--- src/rtl/sensors_averager.sv ---
// Snapshot sensor readings, sum active ones serially and divide by
// the active count with a 16-step restoring divider.
module sensors_averager #(
  parameter int unsigned NR_SENSORS = 8
) (
  input  logic                    clk_i,
  input  logic                    rst_n_i,
  input  logic                    start_i,
  input  logic [NR_SENSORS*8-1:0] sensors_data_i,
  input  logic [NR_SENSORS-1:0]   sensors_en_i,
  output logic [15:0]             temp_Q_o,
  output logic [15:0]             temp_R_o,
  output logic [7:0]              active_sensors_nr_o,
  output logic                    div_by_zero_o,
  output logic                    busy_o,
  output logic                    done_o
);

  typedef enum logic [1:0] {
    IDLE,
    ACCUM,
    DIVIDE,
    DONE
  } state_t;

  localparam logic [7:0] LAST = 8'(NR_SENSORS - 1);

  state_t                  state_q, state_d;
  logic [NR_SENSORS*8-1:0] data_q, data_d;
  logic [NR_SENSORS-1:0]   en_q, en_d;
  logic [15:0]             sum_q, sum_d;
  logic [7:0]              cnt_q, cnt_d;
  logic [7:0]              idx_q, idx_d;
  logic [15:0]             dvd_q, dvd_d;
  logic [7:0]              dvs_q, dvs_d;
  logic [8:0]              part_q, part_d;
  logic [15:0]             quo_q, quo_d;
  logic [3:0]              step_q, step_d;
  logic [15:0]             q_q, q_d;
  logic [15:0]             r_q, r_d;
  logic [7:0]              nr_q, nr_d;
  logic                    dbz_q, dbz_d;

  logic [7:0]  cur_data;
  logic        cur_en;
  logic [15:0] sum_acc;
  logic [7:0]  cnt_acc;
  logic [8:0]  shifted;
  logic        fits;

  assign cur_data = data_q[{idx_q, 3'b000} +: 8];
  assign cur_en   = en_q[idx_q];
  assign sum_acc  = sum_q + (cur_en ? {8'b0, cur_data} : 16'd0);
  assign cnt_acc  = cnt_q + {7'b0, cur_en};
  // Partial remainder stays below the divisor, so its low 8 bits suffice.
  assign shifted  = {part_q[7:0], dvd_q[step_q]};
  assign fits     = shifted >= {1'b0, dvs_q};

  always_comb begin
    state_d = state_q;
    data_d  = data_q;
    en_d    = en_q;
    sum_d   = sum_q;
    cnt_d   = cnt_q;
    idx_d   = idx_q;
    dvd_d   = dvd_q;
    dvs_d   = dvs_q;
    part_d  = part_q;
    quo_d   = quo_q;
    step_d  = step_q;
    q_d     = q_q;
    r_d     = r_q;
    nr_d    = nr_q;
    dbz_d   = dbz_q;
    unique case (state_q)
      IDLE: begin
        if (start_i) begin
          data_d  = sensors_data_i;
          en_d    = sensors_en_i;
          sum_d   = '0;
          cnt_d   = '0;
          idx_d   = '0;
          state_d = ACCUM;
        end
      end
      ACCUM: begin
        sum_d = sum_acc;
        cnt_d = cnt_acc;
        idx_d = idx_q + 8'd1;
        if (idx_q == LAST) begin
          if (cnt_acc == 8'd0) begin
            q_d     = '0;
            r_d     = '0;
            nr_d    = '0;
            dbz_d   = 1'b1;
            state_d = DONE;
          end else begin
            dvd_d   = sum_acc;
            dvs_d   = cnt_acc;
            part_d  = '0;
            quo_d   = '0;
            step_d  = 4'd15;
            state_d = DIVIDE;
          end
        end
      end
      DIVIDE: begin
        part_d         = fits ? shifted - {1'b0, dvs_q} : shifted;
        quo_d[step_q]  = fits;
        step_d         = step_q - 4'd1;
        if (step_q == 4'd0) begin
          q_d     = quo_d;
          r_d     = {7'b0, part_d};
          nr_d    = cnt_q;
          dbz_d   = 1'b0;
          state_d = DONE;
        end
      end
      DONE: state_d = IDLE;
      default: state_d = IDLE;
    endcase
  end

  always_ff @(posedge clk_i or negedge rst_n_i) begin
    if (!rst_n_i) begin
      state_q <= IDLE;
      data_q  <= '0;
      en_q    <= '0;
      sum_q   <= '0;
      cnt_q   <= '0;
      idx_q   <= '0;
      dvd_q   <= '0;
      dvs_q   <= '0;
      part_q  <= '0;
      quo_q   <= '0;
      step_q  <= '0;
      q_q     <= '0;
      r_q     <= '0;
      nr_q    <= '0;
      dbz_q   <= 1'b0;
    end else begin
      state_q <= state_d;
      data_q  <= data_d;
      en_q    <= en_d;
      sum_q   <= sum_d;
      cnt_q   <= cnt_d;
      idx_q   <= idx_d;
      dvd_q   <= dvd_d;
      dvs_q   <= dvs_d;
      part_q  <= part_d;
      quo_q   <= quo_d;
      step_q  <= step_d;
      q_q     <= q_d;
      r_q     <= r_d;
      nr_q    <= nr_d;
      dbz_q   <= dbz_d;
    end
  end

  assign temp_Q_o            = q_q;
  assign temp_R_o            = r_q;
  assign active_sensors_nr_o = nr_q;
  assign div_by_zero_o       = dbz_q;
  assign busy_o              = state_q != IDLE;
  assign done_o              = state_q == DONE;

endmodule

--- config.mk ---
export PLATFORM = sky130hd
export DESIGN_NAME = sensors_averager
export DESIGN_NICKNAME = d
export VERILOG_FILES = /design/src/rtl/sensors_averager.sv
export SDC_FILE = /design/constraint.sdc
export NUM_CORES = 1
export LEC_CHECK = 0
export BUFFER_PORTS_ARGS = -buffer_cell sky130_fd_sc_hd__buf_2
export CAP_MARGIN = 15
export CORE_UTILIZATION = 50
export CTS_CLUSTER_DIAMETER = 80
export CTS_CLUSTER_SIZE = 30
export DETAILED_ROUTE_END_ITERATION = 10
export GPL_TIMING_DRIVEN = 0
export PLACE_DENSITY = 0.7
export SKIP_CTS_REPAIR_TIMING = 1
export SLEW_MARGIN = 20
export SYNTH_ARGS = -nofsm -noshare
export SYNTH_HDL_FRONTEND = slang
export SYNTH_SLANG_ARGS = --single-unit
--- constraint.sdc ---
create_clock -name clk_i -period 6 [get_ports clk_i]
set_input_delay 0.6 -clock clk_i [delete_from_list [all_inputs] [get_ports clk_i]]
set_output_delay 0.6 -clock clk_i [all_outputs]
set_load 0.03 [all_outputs]
==> flow_metrics.env <==
export IMPL_post_route_cells_drive_above_1_share_pct=30.1
export IMPL_finalInstanceArea_sq_mm=0.0118
export IMPL_worstPathMaxFanout=10
export IMPL_grt_max_degree=90
export IMPL_clock_latency_ns=0.44
export IMPL_floorplan_initialDensity_pct=51.7
export IMPL_worst_path_top_cell_family_by_delay="buffers and inverters"
export IMPL_grt_overflow_total=0
export IMPL_cts_sink_count=192
export IMPL_ys_seq_elements=192
export IMPL_ir_worst_vdd_uv=328
export IMPL_critPathKind="reg2reg"
export IMPL_synth_edff_count=0
export IMPL_max_slew_margin_rel_pct=46.7
export IMPL_synth_async_reset_ratio_pct=100
export IMPL_count_of_cell_types_in_the_netlist=66
export IMPL_wirelength_microns=23300
export IMPL_dominantRegCellSynth="dfrtp_1"
export IMPL_status="complete, no violations"
export IMPL_cts_htree_levels=4
export IMPL_finalHoldViolCount=0
export IMPL_timing_critical_path_to_type="flop"
export IMPL_timing_critical_path_arrival_ns=4.60
export IMPL_grt_usage_pct=24.1
export IMPL_area_contributors_post_synth="dfrtp_1, mux2_2, mux4_2"
export IMPL_design_power_total_uw=6440
export IMPL_detailroute_via_count=7331
export IMPL_p_per_area_mw_per_mm2=546
export IMPL_syn_area_per_cell_sq_um=11.4
export IMPL_first_pass_iters=5
export IMPL_row_count=51
export IMPL_die_width_microns=145
export IMPL_cpMaxStageDelayCell="buf_1"
export IMPL_clkTransAtPathRegs_ns=0.08
export IMPL_reg2reg_depth=13
export IMPL_worst_ep_required_time_ns=6.33
export IMPL_detail_route_iter0_violations=398
export IMPL_critical_path_max_stage_delay_ns=0.57
export IMPL_critical_path_n_buffers_inverters=2
export IMPL_yosys_warnings=0
export IMPL_path_cells="clkbuf_1 > buf_1 > mux4_2 > mux2i_1 > nor2_1 > ha_1 > fa_1 > a211oi_1 > nor3b_1 > or3_1 > a21oi_1 > xnor2_1 > mux2_2"
export IMPL_clock_tree_root_cell="clkbuf_16"
export IMPL_hold_path_class="in2async"
export IMPL_post_synth_top_area_cell="dfrtp_1"
export IMPL_place_inst=1274
export IMPL_tritoncts="built"
export IMPL_cts_max_path_buffers=2
export IMPL_setup_tns_final_ns=0
export IMPL_antenna_violations_before_repair=0
export IMPL_placed_cell_area_sq_mm=0.0112
export IMPL_final_setup_skew_ns=0.0148
export IMPL_first_global_vias=7411
export IMPL_critical_r2r_capture="dvd_q[8]"
export IMPL_design_portCount=118
export IMPL_finalCritPeriodShare_pct=71.2
export IMPL_floorplan_die_area_sq_mm=0.0210
export IMPL_grt_first_pass_wirelength_microns=38500
export IMPL_die_height_microns=145
export IMPL_antenna_left=0
export IMPL_area_growth_pct=15.7
export IMPL_period_minus_slack_ns=4.27
export IMPL_synthesis_instances=891
export IMPL_slew_violations=0
export IMPL_core_area_sq_mm=0.0197
export IMPL_drt_wirelength_per_cell_microns=17.8
export IMPL_drt_vias_per_instance=5.61
export IMPL_synthMostInstantiatedCell="dfrtp_1"
export IMPL_num_antenna_cells=0
export IMPL_rsz0062_at_grt="false"
export IMPL_synth_yosys_seq_area_share_pct=47.1
export IMPL_synth_cell_area_sq_mm=0.0102
export IMPL_post_dp_hpwl_microns=16900
export IMPL_maxCapViolations=0
export IMPL_final_setup_viol_count=0
export IMPL_achievable_frequency_mhz=234
export IMPL_nNetsFinal=1133
export IMPL_synth_commonest_cells="dfrtp_1, mux2_2, nand2_1"
export IMPL_place_gp_congestion=0.926
export IMPL_start_kind="flop"
export IMPL_port_buffers=110
export IMPL_p_leak_uw=0.00537
export IMPL_ff2ff_setup_slack_ns=1.73
export IMPL_cts_inserted_buffers=17
export IMPL_drcViolationCount=0
export IMPL_worstReg2RegStart="idx_q[1]"
export IMPL_synth_top_area_share_pct=47.1
export IMPL_layoutNonFillerInstCount=1306
export IMPL_timing_worst_slew_pin_value_ns=0.794
## per-stage QoR
| step | utilization, % | setup slack [ns] | hold slack [ns] |
|---|---|---|---|
| after detailed placement | 56.6 | 1.74 | 0.467 |
| after global routing | 59.8 | 1.48 | 0.0503 |
| after global placement | 56.3 | 1.09 | 0.464 |
| after floorplan | - | 2.45 | 0.304 |
| final | 59.8 | 1.73 | 0.0387 |
| after CTS | 59.8 | 1.71 | 0.0478 |
## layer usage
metal | vias up | global-route usage [%] | routed length [microns]
met4 | 0 | 7.04 | 381
met5 | - | 0 | 0
met3 | 23 | 5.73 | 1110
li1 | 3515 | - | -
met2 | 173 | 40.5 | 11300
met1 | 3620 | 30.8 | 10500
## how the worst max path moves through the flow
stage / from / endpoint / slack [ns] / cells after the start
2_1_floorplan: idx_q[1] / dvd_q[8] / 2.45 / 13
3_3_place_gp: rst_n_i / data_q[61] / 1.09 / 1
3_5_place_dp: idx_q[1] / dvd_q[8] / 1.74 / 13
4_1_cts: idx_q[1] / dvd_q[8] / 1.71 / 13
5_1_grt: idx_q[1] / dvd_q[8] / 1.48 / 13
6_report: idx_q[1] / dvd_q[8] / 1.73 / 13
## cells in the final DEF (no fill, tap or decap), drive strengths merged, types with 7 or more instances in the layout
| cell | instances |
|---|---|
| dfrtp | 192 |
| buf | 140 |
| mux2 | 110 |
| nand2 | 68 |
| o21ai | 56 |
| clkbuf | 53 |
| nor2 | 44 |
| inv | 43 |
| a21oi | 39 |
| ha | 28 |
| mux2i | 25 |
| mux4 | 22 |
| o2bb2ai | 16 |
| nand3 | 16 |
| xor2 | 14 |
| a22o | 13 |
| a311oi | 13 |
| xnor2 | 12 |
| nor3 | 12 |
| a211oi | 9 |
| and3 | 8 |
| nand4 | 8 |
| o31ai | 7 |
| nand2b | 7 |
| conb | 7 |
## sequential cells by signal, summed over array words and instances (netlist names)
| name | count |
|---|---|
| en_q | 8 |
| temp_Q_o | 16 |
| cnt_q | 8 |
| data_q | 64 |
| temp_R_o | 9 |
| state_q | 2 |
| dvd_q | 16 |
| sum_q | 16 |
| part_q | 8 |
| step_q | 4 |
| idx_q | 8 |
| dvs_q | 8 |
| active_sensors_nr_o | 8 |
| div_by_zero_o | 1 |
| quo_q | 16 |
## where the power goes
part | switching [uW] | leakage [uW] | internal, uW | total, uW
registers | 257 | 0.00249 | 1730 | 1990
logic | 1860 | 0.00258 | 1390 | 3250
clock network | 587 | 0.000309 | 612 | 1200
total | 2710 | 0.00537 | 3730 | 6440
## layout make-up
class | count | area, sq um
clock inverters | 15 | 206
clock buffers | 17 | 425
well taps | 265 | 332
multi-input cells | 606 | 4950
flip-flops and latches | 192 | 4800
inverters | 35 | 131
repair buffers | 112 | 616
plain buffers | 64 | 327
fillers | 1592 | 7920
## kinds of logic after synthesis
kind of cell | Yosys count | synth area share (%)
fa+ha+maj | 30 | 3.83
compound gates | 197 | 13.1
flops | 192 | 47.1
xor+xnor | 26 | 2.23
other cells | 1 | 0.0368
simple gates | 189 | 8.87
buf+inv | 99 | 4.49
mux | 157 | 20.3
Note: power is estimated with default switching activity, not from simulation.
